## src/rtl/cpu4_alu_arb.sv

```systemverilog
// Shares one external combinational cpu4 ALU between two requesters.
// Round-robin grant, registered operands, and a held response until the owner accepts it.
module cpu4_alu_arb (
  input  logic        clk_i,
  input  logic        reset_i,
  input  logic [1:0]  req_valid_i,
  output logic [1:0]  req_ready_o,
  input  logic [31:0] req0_a_i,
  input  logic [31:0] req0_b_i,
  input  logic [2:0]  req0_control_i,
  input  logic [31:0] req1_a_i,
  input  logic [31:0] req1_b_i,
  input  logic [2:0]  req1_control_i,
  output logic [1:0]  resp_valid_o,
  input  logic [1:0]  resp_ready_i,
  output logic [31:0] resp_y_o,
  output logic        resp_zero_o,
  output logic [31:0] alu_a_o,
  output logic [31:0] alu_b_o,
  output logic [2:0]  alu_control_o,
  input  logic [31:0] alu_y_i,
  input  logic        alu_zero_i,
  output logic        busy_o
);

  typedef enum logic [1:0] {
    ST_IDLE = 2'd0,
    ST_EXEC = 2'd1,
    ST_RESP = 2'd2
  } state_t;

  state_t      state_q, state_d;
  logic        prio_q, prio_d;
  logic        owner_q, owner_d;
  logic [31:0] opa_q, opa_d;
  logic [31:0] opb_q, opb_d;
  logic [2:0]  ctl_q, ctl_d;
  logic [31:0] resp_y_q, resp_y_d;
  logic        resp_zero_q, resp_zero_d;
  logic [1:0]  resp_valid_q, resp_valid_d;
  logic        busy_q, busy_d;

  logic        grant;
  logic        any_req;
  logic        resp_accept;

  // The priority pointer only matters when both ports ask at once.
  assign any_req     = |req_valid_i;
  assign grant       = (req_valid_i == 2'b11) ? prio_q : req_valid_i[1];
  assign resp_accept = resp_ready_i[owner_q];

  always_comb begin
    req_ready_o = 2'b00;
    if ((state_q == ST_IDLE) && !reset_i && any_req) begin
      req_ready_o = grant ? 2'b10 : 2'b01;
    end
  end

  always_comb begin
    state_d      = state_q;
    prio_d       = prio_q;
    owner_d      = owner_q;
    opa_d        = opa_q;
    opb_d        = opb_q;
    ctl_d        = ctl_q;
    resp_y_d     = resp_y_q;
    resp_zero_d  = resp_zero_q;
    resp_valid_d = resp_valid_q;
    busy_d       = busy_q;
    case (state_q)
      ST_IDLE: begin
        if (any_req) begin
          owner_d = grant;
          opa_d   = grant ? req1_a_i       : req0_a_i;
          opb_d   = grant ? req1_b_i       : req0_b_i;
          ctl_d   = grant ? req1_control_i : req0_control_i;
          busy_d  = 1'b1;
          state_d = ST_EXEC;
        end
      end
      ST_EXEC: begin
        resp_y_d     = alu_y_i;
        resp_zero_d  = alu_zero_i;
        resp_valid_d = owner_q ? 2'b10 : 2'b01;
        state_d      = ST_RESP;
      end
      ST_RESP: begin
        if (resp_accept) begin
          resp_valid_d = 2'b00;
          busy_d       = 1'b0;
          prio_d       = ~owner_q;
          state_d      = ST_IDLE;
        end
      end
      default: begin
        resp_valid_d = 2'b00;
        busy_d       = 1'b0;
        state_d      = ST_IDLE;
      end
    endcase
  end

  always_ff @(posedge clk_i or posedge reset_i) begin
    if (reset_i) begin
      state_q      <= ST_IDLE;
      prio_q       <= 1'b0;
      owner_q      <= 1'b0;
      opa_q        <= 32'd0;
      opb_q        <= 32'd0;
      ctl_q        <= 3'd0;
      resp_y_q     <= 32'd0;
      resp_zero_q  <= 1'b0;
      resp_valid_q <= 2'b00;
      busy_q       <= 1'b0;
    end else begin
      state_q      <= state_d;
      prio_q       <= prio_d;
      owner_q      <= owner_d;
      opa_q        <= opa_d;
      opb_q        <= opb_d;
      ctl_q        <= ctl_d;
      resp_y_q     <= resp_y_d;
      resp_zero_q  <= resp_zero_d;
      resp_valid_q <= resp_valid_d;
      busy_q       <= busy_d;
    end
  end

  // Operand registers feed the ALU directly, so it holds its inputs outside EXEC.
  assign alu_a_o       = opa_q;
  assign alu_b_o       = opb_q;
  assign alu_control_o = ctl_q;
  assign resp_y_o      = resp_y_q;
  assign resp_zero_o   = resp_zero_q;
  assign resp_valid_o  = resp_valid_q;
  assign busy_o        = busy_q;

endmodule

```

## config.mk

```make
export PLATFORM = sky130hd
export DESIGN_NAME = cpu4_alu_arb
export DESIGN_NICKNAME = d
export VERILOG_FILES = /design/src/rtl/cpu4_alu_arb.sv
export SDC_FILE = /design/constraint.sdc
export NUM_CORES = 1
export LEC_CHECK = 0
export ABC_AREA = 1
export BUFFER_PORTS_ARGS = -buffer_cell sky130_fd_sc_hd__buf_2
export CORE_AREA = 4 4 109 111
export DETAILED_ROUTE_END_ITERATION = 7
export DIE_AREA = 0 0 113 115
export GPL_TIMING_DRIVEN = 0
export PLACE_DENSITY = 0.95
export SKIP_CTS_REPAIR_TIMING = 1
export SLEW_MARGIN = 20
export SYNTH_ARGS = -nofsm -noshare
export SYNTH_HDL_FRONTEND = slang
export SYNTH_SLANG_ARGS = --single-unit
```

## constraint.sdc

```tcl
create_clock -name clk_i -period 7.8 [get_ports clk_i]
set_input_delay 0.39 -clock clk_i [delete_from_list [all_inputs] [get_ports clk_i]]
set_output_delay 0.39 -clock clk_i [all_outputs]
set_load 0.05 [all_outputs]
```

; ---- Yosys cells after proc, flatten, opt, wreduce, memory -nomap -nowiden
; Index checks and enable logic that the tools add are counted.
[totals]
register_bits = 107
in_bits = 173
output_inout_bits = 105
wordCells = 45
[op_classes]
magnitude_cmp = 1
eq_ne = 5
muxes = 16
n_bitwise = 3
reduce_logical = 10
[ops]
columns = operator, count
row1 = 32-bit 2-to-1 mux, 2
row2 = 2-bit case mux with 3 select lines, 2
row3 = 2-bit 2-to-1 mux, 5
row4 = 2-bit AND reduction, 4
row5 = 1-bit 2-to-1 mux, 5
row6 = 2-bit == test (second input constant), 2
row7 = 2-bit != test (second input constant), 2
row8 = 3-bit 2-to-1 mux, 1
row9 = 1-bit NOT, 3
row10 = 1-bit case mux with 3 select lines, 1
row11 = 3-bit AND reduction, 1
row12 = 2-bit by 1-bit == test with 1-bit output (second input constant), 1
row13 = 1-bit logical AND, 2
row14 = 2-bit logical NOT, 1
row15 = 1-bit by 2-bit less-than comparator with 1-bit output (second input constant), 1
row16 = 2-bit OR reduction, 1
row17 = 1-bit logical NOT, 1

; ---- Logic depth before layout (Yosys ltp)
; Gate-level depths: netlist of the first run.
[logic_depth]
ltp_word = 4
ltp_mapped = 8
ltp_nobuf = 6

; ---- Worst setup path after synthesis of the first run
; No wires, ideal clock.
[synth_path]
path_type = input port to output port
start = input req_valid_i[1]
end = output req_ready_o[0]
t_arrival_ns = 1.904
slack_ns = 5.506
cell_stages = 5
path_buffers = 2
cell_sequence = buf_2 -> nand2_1 -> buf_4 -> inv_1 -> nor3_1
[synth_between]
elab_chain_len = 4
elab_cells_between_ends = 6
[synth_lines]
columns = element, line
row1 = "start, declared", 6  ; input logic [1:0] req_valid_i,
row2 = 2-bit == test, 49  ; assign grant = (req_valid_i == 2'b11) ? prio_q : req_valid_i[1];
row3 = 1-bit 2-to-1 mux, 49
row4 = 2-bit 2-to-1 mux, 55  ; req_ready_o = grant ? 2'b10 : 2'b01;
row5 = 2-bit 2-to-1 mux *, 54  ; if ((state_q == ST_IDLE) && !reset_i && any_req) begin
row6 = "end, declared", 7  ; output logic [1:0] req_ready_o,
; Mark *: on every way between the ends. The rest lies on a longest branch, timed or not.

; ---- Worst setup path after layout of the first run
[layout_path]
start = register prio_q
end = output req_ready_o[0]
[layout_between]
elab_chain_len = 3
[layout_lines]
columns = element, line
row1 = "start, declared", 33  ; logic prio_q, prio_d;
row2 = "start signal, assigned", 117  ; prio_q <= prio_d;
row3 = 1-bit 2-to-1 mux, 49
row4 = 2-bit 2-to-1 mux, 55
row5 = 2-bit 2-to-1 mux, 54
; Every way passes these cells.

==> out/qor_table.md, run 1 <==
| Result | This run |
|---|---|
| Cell types with the largest area share after synthesis | dfrtp_1 51%, nand2_1 23%, nand3b_1 9.5% |
| Overall fraction of global-route tracks in use | 24.53% |
| Static power due to leakage | 0.004318 uW |
| Number of port buffers | 276 |
| Number of library cell types mapped by synthesis | 17 |
| Worst-case hold slack | 0.09045 ns |
| I/O pin count | 278 |
| Post-DP Area | 6883 um^2 |
| Die Ht | 115 um |
| Slowest cell delay on critical path | 0.40 ns |
| Vias in the first global route | 5,262 |
| Unrepaired setup endpoints after global routing | no |
| Outcome | completed |
| Source of the critical timing path | prio_q |
| Clock insertion delay at the later pin of the skew report | 0.37 ns |
| Routed length per instance | 14.47 um |
| Final wirelength | 16.28 mm |
| Count of cells along the worst register-to-register path | 8 |
| Drt first-iter violations | 400 |
| Maximum number of pins on one net before global-route repair | 56 |
| Total negative slack for setup checks | 0 ns |
| Final worst clock skew | 0.01866 ns |
| Number of vias in the routed layout | 5,498 |
| Final number of hold-violating endpoints | 0 |
| Worst Path Required | 7.41 ns |
| Period utilization | 30.20% |
| Share of post-route cells with drive strength above 1 | 33.71% |
| Final period demand of the worst path | 2.356 ns |
| Peak supply drop | 0.0004075 V |
| Depth of the critical timing path with buffers and inverters included | 7 |
| Number of storage elements in the synthesis netlist | 107 |
| Launching element type of the critical path | register |
| Antenna Nets Post-Route | 0 |
| Data arrival time at the worst-slack endpoint | 1.97 ns |
| Area fraction of the dominant cell type after synthesis | 50.58% |
| DRT Pass-1 Iters | 5 |
| Classification of the worst setup path | register to output pin |
| Total power density per cell area | 477.9 nW/um^2 |
| Net count of the finished layout | 1,153 |
| Worst min-delay path category | input port to async pin |
| Worst R2R End | alu_b_o[9] |
| Slew of the pin with the lowest slew margin | 0.4959 ns |
| Initial Utilization | 49.05% |
| Number of buffer and inverter instances along the worst setup path | 4 |
| First-pass GRT wire length | 25.67 mm |
| Post-synthesis net count | 865 |
| Clk Tree Root Cell | clkbuf_8 |
| Portion of the post-synthesis area used by sequential elements | 50.58% |
| Fin area | 7074 um^2 |
| Biggest fanout along the worst timing path | 10 |
| Critical-path top delay cell | dfrtp_1 |
| Last weighted congestion value of the routability-driven placer | 0.8958 |
| Area grow syn2layout | 33.63% |
| Number of max-cap violations | 0 |
| Max transition margin | 66.94% |
| Gate family responsible for the most delay along the worst path | buffers and inverters |
| Sink Count | 107 |
| Critical Path Sink | req_ready_o[0] |
| Final setup violating endpoints | 0 |
| Cell row count | 38 |
| Floorplan Core Area | 10,790 um^2 |
| DRC violation count after routing | 0 |
| HPWL after detailed placement | 12.57 mm |
| Overall overflow remaining after global route | 0 |
| Die extent in x | 113 um |
| Final-report max-slew violation count | 0 |
| Cell chain of the critical path | inv_1 > nand2_1 > nand2_1 > buf_4 > inv_1 > nor3_1 > buf_2 |
| CTS Buf Count | 9 |
| Cell type contributing the most total cell area after synthesis | dfrtp_1 |
| Number of levels the H-tree was split into | 3 |
| Cell count after synthesis | 692 |
| Cell Area, Synth | 5294 um^2 |
| Clock-pin slew on the worst setup and hold paths | 0.12 ns |
| Antenna violations before repair | 0 |
| Internal reg-to-reg setup slack | 6.24 ns |
| Bufs on Longest Clock Path | 2 |
| R2r startpoint | prio_q |
| Antenna Diode Count | 0 |
| Vias per cell | 4.887 |
| Area of the die | 13,000 um^2 |
| Number of warnings reported in the yosys synthesis log | 0 |
| Crit. End Element | output pin |
| Syn avg cell area | 7.650 um^2 |
| Max frequency | 424.5 MHz |
| TritonCTS clock tree | yes |
logic make-up after synthesis:
| logic type | Yosys count | synth area share [%] |
|---|---|---|
| AND/OR/NAND/NOR | 462 | 39.35 |
| buffers and inverters | 119 | 9.620 |
| flip-flops | 107 | 50.58 |
| AO/OA/AOI/OAI | 4 | 0.4490 |
cell type report:
class	count	area, um^2
buffer	42	220.2
sequential	107	2678
multi-input combinational	466	2107
clock buffer	10	137.6
tap	140	175.2
timing repair buffer	277	1409
clock inverter	6	53.80
fill	880	3719
inverter	77	294.0
synthesized netlist by cell type, drive strengths merged:
cell type and count:
nand2 318, dfrtp 107, inv 77, nand3 69, nand3b 67, buf 32, clkbuf 10, nor2 7
o21ai 3, a21oi 1, nor3 1
layout by cell type, fill, tap and decap left out, drive strengths merged:
cell type / count
a21oi: 1
buf: 309
clkbuf: 20
clkinv: 2
dfrtp: 107
inv: 81
nand2: 318
nand3: 69
nand3b: 67
nor2: 7
nor3: 1
o21ai: 3
worst min-delay path by stage:
stage                      end  slack [ns]  cells past startpoint
2_1_floorplan           prio_q        0.45                      2
3_3_place_gp   resp_valid_o[1]        0.45                      2
3_5_place_dp        alu_a_o[4]        0.46                      2
4_1_cts            alu_a_o[28]        0.08                      2
5_1_grt            alu_b_o[29]        0.11                      2
6_report            alu_a_o[3]        0.09                      2
metrics by stage:
stage / cells / setup WS, ns / power, uW / utilization (%)
final: 1125 / 5.444 / 3381 / 65.55
after global routing: 1125 / 5.317 / 3597 / 65.55
after CTS: 1125 / 5.412 / 3403 / 65.55
after detailed placement: 1109 / 5.686 / 3064 / 63.77
after global placement: 1108 / 3.335 / 3016 / 63.47
after floorplan: 692 / 4.593 / 2510 / -
per-layer routing:
| layer | share of wire (%) | GRT usage [%] |
|---|---|---|
| met1 | 39 | 30.28 |
| met2 | 49 | 42.81 |
| met3 | 9.8 | 6.421 |
| met4 | 2.0 | 6.811 |
| met5 | 0 | 0 |
where the power goes:
group	switching (uW)	leakage [uW]	internal [uW]	total [uW]
combinational	1590	0.00291	473	2060
clock	201	0.000101	132	333
sequential	151	0.00131	834	985
total	1940	0.00432	1440	3380
flip-flops by register name (all words and copies together), names as in the netlist:
register and cells:
alu_a_o 32, alu_b_o 32, alu_control_o 3, busy_o 1
owner_q 1, prio_q 1, resp_valid_o 2, resp_y_o 32
resp_zero_o 1, state_q 2
worst reg2reg max path, stage by stage (launching register included):
cell	delay (ns)
dfrtp_1	0.40
inv_1	0.05
nand2_1	0.16
nand2_1	0.23
buf_4	0.23
buf_6	0.16
nand2_1	0.05
nand3_1	0.08
nand2_1	0.06
Power figures use the tool's default switching activity.
==> inputs of run 2 (changes only) <==
- CORE_AREA: 4 4 109 111 -> 4 4 113 115
- DIE_AREA: 0 0 113 115 -> 0 0 117 119
- PLACE_DENSITY: 0.95 -> 0.92
- clock period: 7.8 -> 2.24 ns (I/O delays scaled with it)
==> run 2 against run 1 <==
Critical path depth rose by 1. First-iteration DRC count fell by 2.5%. Combinational power rose to 3.5 times the previous value. The run now ends with negative hold slack left. Cell count rose by 3.0%. Sequential share of layout area fell by 2.1 points. Sequential power rose to 3.5 times the previous value.
==> out/qor_table.md, run 2 (synthesis gave the netlist of run 1 again) <==
| Result | This run | vs previous |
|---|---|---|
| Drt first-iter violations | 390 | -2.5% |
| Worst Path Required | 2.13 ns | -5.28 ns |
| Vias per cell | 4.859 | -0.57% |
| Cell mode on critical path | nand2_1 |  |
| Peak supply drop | 0.001253 V | +210% |
| DRC violation count after routing | 0 | unchanged |
| Area of the die | 13,920 um^2 | +7.1% |
| Last weighted congestion value of the routability-driven placer | 0.8762 | -2.2% |
| CTS Buf Count | 9 | unchanged |
| Antenna Nets Post-Route | 0 | unchanged |
| Floorplan Core Area | 11,810 um^2 | +9.4% |
| Maximum number of pins on one net before global-route repair | 35 | -38% |
| Critical-path top delay cell | dfrtp_1 |  |
| Unrepaired setup endpoints after global routing | no |  |
| Net count of the finished layout | 1,180 | +2.3% |
| Failing checks | negative hold slack |  |
| Total power density per cell area | 1657 nW/um^2 | +250% |
| Antenna Diode Count | 0 | unchanged |
| Die extent in x | 117 um | +3.5% |
| I/O pin count | 278 | unchanged |
| Internal reg-to-reg setup slack | 0.72 ns | -5.52 ns |
| Clk Tree Root Cell | clkbuf_16 |  |
| Clock insertion delay at the later pin of the skew report | 0.33 ns | -0.04 ns |
| Routed length per instance | 14.83 um | +2.5% |
| Die Ht | 119 um | +3.5% |
| Final setup violating endpoints | 0 | unchanged |
| Max transition margin | 68.20% | +1.3 points |
| Period utilization | 88.46% |  |
| Clock-pin slew on the worst setup and hold paths | 0.07 ns | -0.05 ns |
| Number of port buffers | 276 | unchanged |
| Area grow syn2layout | 41.50% |  |
| Final worst clock skew | 0.005355 ns | -0.01331 ns |
| Total negative slack for setup checks | 0 ns | unchanged |
| Final-report max-slew violation count | 0 | unchanged |
| Initial Utilization | 44.82% | -4.2 points |
| R2r startpoint | prio_q |  |
| Worst-case hold slack | -0.02391 ns | -0.1144 ns |
| Final period demand of the worst path | 1.982 ns |  |
| Source of the critical timing path | prio_q |  |
| Most common library cell in the layout ignoring fill and taps | nand2_1 |  |
| Max frequency | 504.7 MHz |  |
| Biggest fanout along the worst timing path | 10 | unchanged |
| Cell chain of the critical path | inv_1 > nand2_1 > nand2_1 > buf_4 > inv_1 > nand2_1 > nor2_1 > buf_2 |  |
| Vias in the first global route | 5,174 | -1.7% |
| Crit. End Element | output pin |  |
| Post-placement setup slack | 0.5480 ns | -5.138 ns |
| Outcome | complete, but fails checks |  |
| Overall fraction of global-route tracks in use | 22.26% | -2.3 points |
| First-pass GRT wire length | 24.58 mm | -4.2% |
| Number of max-cap violations | 0 | unchanged |
| Data arrival time at the worst-slack endpoint | 1.87 ns | -0.10 ns |
| Start point of the worst min-delay path | alu_y_i[21] |  |
| Most frequent cells in the layout | 318 x nand2_1, 302 x buf_2, 107 x dfrtp_1, 73 x inv_1, 69 x nand3_1 |  |
| HPWL after detailed placement | 12.87 mm | +2.4% |
| Classification of the worst setup path | register to output pin |  |
| Number of vias in the routed layout | 5,632 | +2.4% |
| Sink Count | 107 | unchanged |
| Final wirelength | 17.19 mm | +5.6% |
| TritonCTS clock tree | yes |  |
| Smallest setup slack after layout | 0.2585 ns | -5.186 ns |
| Final number of hold-violating endpoints | 4 | +4 |
| Worst min-delay path category | input port to register |  |
| Cell row count | 40 | +5.3% |
| Bufs on Longest Clock Path | 2 | unchanged |
| Slowest cell delay on critical path | 0.35 ns | -0.05 ns |
| Antenna violations before repair | 1 | +1 |
| Share of post-route cells with drive strength above 1 | 32.91% | -0.80 points |
| Launching element type of the critical path | register |  |
| Slew of the pin with the lowest slew margin | 0.4769 ns | -0.01890 ns |
| DRT Pass-1 Iters | 5 | unchanged |
| Overall overflow remaining after global route | 0 | unchanged |
| Number of levels the H-tree was split into | 3 | unchanged |
| Static power due to leakage | 0.004482 uW | +3.8% |
run 2: cell count changes in the layout (fill, tap and decap cells not counted), sizes merged:
cell and delta:
dlygate4sd3 +25, clkinvlp +3, clkinv -1, inv -4
bufinv +2, buf +2
run 2: worst max-delay path, delay by kind of cell (launching register included):
family                 cells  cell delay [ns]
and+or+nand+nor            4             0.55
DFF                        1             0.35
buffers and inverters      4             0.63
run 2: final cells by class:
type | instances | area, um^2
plain buffers | 42 | 220.2
clock buffers | 10 | 229.0
clock inverters | 6 | 88.84
fillers | 973 | 4320
inverters | 77 | 292.8
multi-input cells | 466 | 2107
flip-flops and latches | 107 | 2678
well taps | 147 | 183.9
repair buffers | 304 | 1692
run 2: where the power goes:
part           switching [uW]  internal, uW
combinational            5590          1680
clock                     697           983
sequential                553          2910
run 2: metal layers:
layer	up-vias	track usage, %	routed length [um]
met5	-	0	14
met4	2	6.953	322
met3	27	6.098	1633
met2	267	38.98	8490
met1	2586	26.16	6729
li1	2750	-	-
run 2: worst paths after layout:
check | to | depth (start not counted)
min reg2reg | alu_b_o[24] | 2
max in group asynchronous | resp_y_o[7] | 5
min | resp_y_o[21] | 3
max reg2reg | alu_b_o[12] | 8
max | req_ready_o[1] | 8
min in group asynchronous | alu_b_o[25] | 3
run 2: metrics by stage:
step	instances	area, um^2	utilization [%]	hold slack (ns)	total power [uW]
after floorplan	692	5298	-	0.2216	8741
after global placement	1115	6863	58.10	0.3039	10510
after detailed placement	1118	6923	58.61	0.1626	10690
after CTS	1134	7241	61.30	-0.1987	12390
after global routing	1159	7491	63.42	-0.009912	13150
final	1159	7491	63.42	-0.02391	12410
==> inputs of run 3 (changes only) <==
- BUFFER_PORTS_ARGS: -buffer_cell sky130_fd_sc_hd__buf_2 -> not set
- CORE_AREA: 4 4 113 115 -> 4 4 106 108
- DIE_AREA: 0 0 117 119 -> 0 0 110 112
- DONT_BUFFER_PORTS: not set -> 1
- PLACE_DENSITY: 0.92 -> 0.78
==> run 3 against run 2 <==
The flow still finishes with violations (negative hold slack). Sequential cell count stayed put. First-iteration DRC count rose by 29%. Count of clock-buffer cells in the layout shrank 1. Global-route usage rose by 1.6 points. Register-to-register slack worse by 0.59 ns. Sequential power rose by 100%. Die area decreased by 12%. Wire length up 11%. Core utilization increased by 6.8 points. Sequential share of layout area rose by 1.6 points.
==> out/qor_table.md, run 3 (synthesis gave the netlist of run 1 again) <==
| Result | This run | vs previous |
|---|---|---|
| Floorplan Core Area | 10,230 um^2 | -13% |
| Share of post-route cells with drive strength above 1 | 7.277% | -26 points |
| CTS Buf Count | 9 | unchanged |
| Number of levels the H-tree was split into | 3 | unchanged |
| Slew of the pin with the lowest slew margin | 0.5699 ns | +0.09294 ns |
| First-pass GRT wire length | 22.93 mm | -6.7% |
| Final wirelength | 19.04 mm | +11% |
| Final number of hold-violating endpoints | 11 | +7 |
| I/O pin count | 278 | unchanged |
| Max transition margin | 61.88% | -6.3 points |
| Most frequent cells in the layout | 316 x nand2_1, 141 x dlygate4sd3_1, 107 x dfrtp_1, 73 x inv_1, 69 x nand3_1 |  |
| Area grow syn2layout | 35.62% |  |
| Area of all sequential standard cells | 2678 um^2 | unchanged |
| Peak supply drop | 0.0009670 V | -23% |
| Antenna Nets Post-Route | 0 | unchanged |
| Smallest setup slack after layout | 0.1318 ns | -0.1267 ns |
| Worst-case hold slack | -0.02248 ns | +0.001430 ns |
| Number of inserted filler cells in the final layout | 720 | -26% |
| Vias in the first global route | 4,586 | -11% |
| Clock insertion delay at the later pin of the skew report | 0.37 ns | +0.04 ns |
| Final setup violating endpoints | 0 | unchanged |
| Unrepaired setup endpoints after global routing | no |  |
| Multi-input combinational cell area | 2136 um^2 | +1.4% |
| Number of vias in the routed layout | 5,481 | -2.7% |
| Clock-pin slew on the worst setup and hold paths | 0.10 ns | +0.03 ns |
| Biggest fanout along the worst timing path | 10 | unchanged |
| Net count of the finished layout | 1,020 | -14% |
| Worst R2R End | alu_b_o[12] |  |
| Source of the critical timing path | prio_q |  |
| Internal reg-to-reg setup slack | 0.13 ns | -0.59 ns |
| Bufs on Longest Clock Path | 2 | unchanged |
| Failing checks | negative hold slack |  |
| Die extent in x | 110 um | -6.0% |
| R2r startpoint | prio_q |  |
| Final worst clock skew | 0.01136 ns | +0.006009 ns |
| Total power density per cell area | 1605 nW/um^2 | -3.1% |
| Last weighted congestion value of the routability-driven placer | 0.8979 | +2.5% |
| Static power due to leakage | 0.003712 uW | -17% |
| DRT Pass-1 Iters | 5 | unchanged |
| Final-report max-slew violation count | 0 | unchanged |
| Classification of the worst setup path | register to register |  |
| Clk Tree Root Cell | clkbuf_8 |  |
| Antenna violations before repair | 3 | +2 |
| TritonCTS clock tree | yes |  |
| Data arrival time at the worst-slack endpoint | 2.37 ns | +0.50 ns |
| Most common library cell in the layout ignoring fill and taps | nand2_1 |  |
| Worst min-delay path category | input port to register |  |
| Final period demand of the worst path | 2.108 ns | +0.1267 ns |
| Vias per cell | 5.525 | +14% |
| Number of max-cap violations | 0 | unchanged |
| Overall fraction of global-route tracks in use | 23.86% | +1.6 points |
| Drt first-iter violations | 503 | +29% |
| Maximum number of pins on one net before global-route repair | 36 | +2.9% |
| HPWL after detailed placement | 11.65 mm | -9.5% |
| Routed length per instance | 19.19 um | +29% |
| Area of the die | 12,320 um^2 | -12% |
| Number of port buffers | 0 | -100% |
| Sink Count | 107 | unchanged |
| DRC violation count after routing | 0 | unchanged |
| Launching element type of the critical path | register |  |
| Core utilization of the finished layout | 70.17% | +6.8 points |
| Post-placement setup slack | 0.1059 ns | -0.4421 ns |
| Die Ht | 112 um | -5.9% |
| Max frequency | 474.3 MHz | -6.0% |
| Non-Filler Instances | 992 | -14% |
| Dpl cells | 831 | -26% |
| Outcome | complete, but fails checks |  |
| Initial Utilization | 51.74% | +6.9 points |
| Worst Path Required | 2.50 ns | +0.37 ns |
| Critical Path Sink | alu_b_o[12] |  |
| Crit. End Element | register |  |
| Overall overflow remaining after global route | 0 | unchanged |
| Period utilization | 94.12% | +5.7 points |
| Count of cells along the worst register-to-register path | 8 | unchanged |
| Cell row count | 37 | -7.5% |
[run 3: changes by cell type in the layout (fill, tap and decap cells not counted), sizes merged]
| cell | before | now |
|---|---|---|
| clkinv | 1 | 2 |
| buf | 311 | 35 |
| dlygate4sd3 | 25 | 141 |
| clkbuf | 20 | 19 |
| diode | 0 | 4 |
| clkinvlp | 3 | 4 |
| bufinv | 2 | 1 |
[run 3: critical path: stages, from the launching register on]
cell,delay (ns)
dfrtp_1,0.36
inv_1,0.05
nand2_2,0.14
buf_2,0.28
buf_2,0.29
nand3b_1,0.13
nand3_1,0.12
dlygate4sd3_1,0.58
nand2_1,0.06
[run 3: power by group]
part	internal (uW)	leakage [uW]	total [uW]	switching, uW
logic	1380	0.00231	3360	1980
clock network	525	0.0000934	1210	688
registers	2840	0.00131	6950	4100
total	4750	0.00371	11500	6770
[run 3: final cells by class]
type,instances,share of cell area [%]
sequential,107,37.30
multi-input combinational,466,29.75
timing repair buffer,144,20.49
inverter,77,4.078
buffer,42,3.067
tap,136,2.370
clock buffer,9,1.725
clock inverter,7,1.081
antenna,4,0.1394
[run 3: worst min path at each step]
stage / startpoint / cells after the start / slack [ns] / end
detailed placement: reset_i / 1 / 0.04 / alu_a_o[26]
global route: req1_b_i[29] / 3 / -0.02 / alu_b_o[29]
CTS: reset_i / 1 / -0.37 / alu_control_o[0]
finish: req1_b_i[31] / 3 / -0.02 / alu_b_o[31]
global placement: alu_y_i[30] / 2 / 0.22 / resp_y_o[30]
floorplan: alu_y_i[0] / 2 / 0.22 / resp_y_o[0]
[run 3: per-stage QoR]
step	power (uW)	hold slack, ns	TNS (ns)	area (um^2)
5_1_grt	12170	-0.02308	0	7177
6_report	11520	-0.02248	0	7179
3_5_place_dp	9629	0.04366	0	5533
4_1_cts	10840	-0.3675	-0.4644	5734
2_1_floorplan	8741	0.2216	0	5298
3_3_place_gp	9458	0.2240	-0.2488	5468
[run 3: per-layer routing]
metal	part of all wire [%]	routed length, um	vias to the layer above	GRT usage (%)
met5	0	0	-	0
met4	4.7	889	0	7.232
met3	11	2167	76	9.043
met2	50	9564	395	42.23
met1	34	6415	2575	26.05
li1	-	-	2435	-
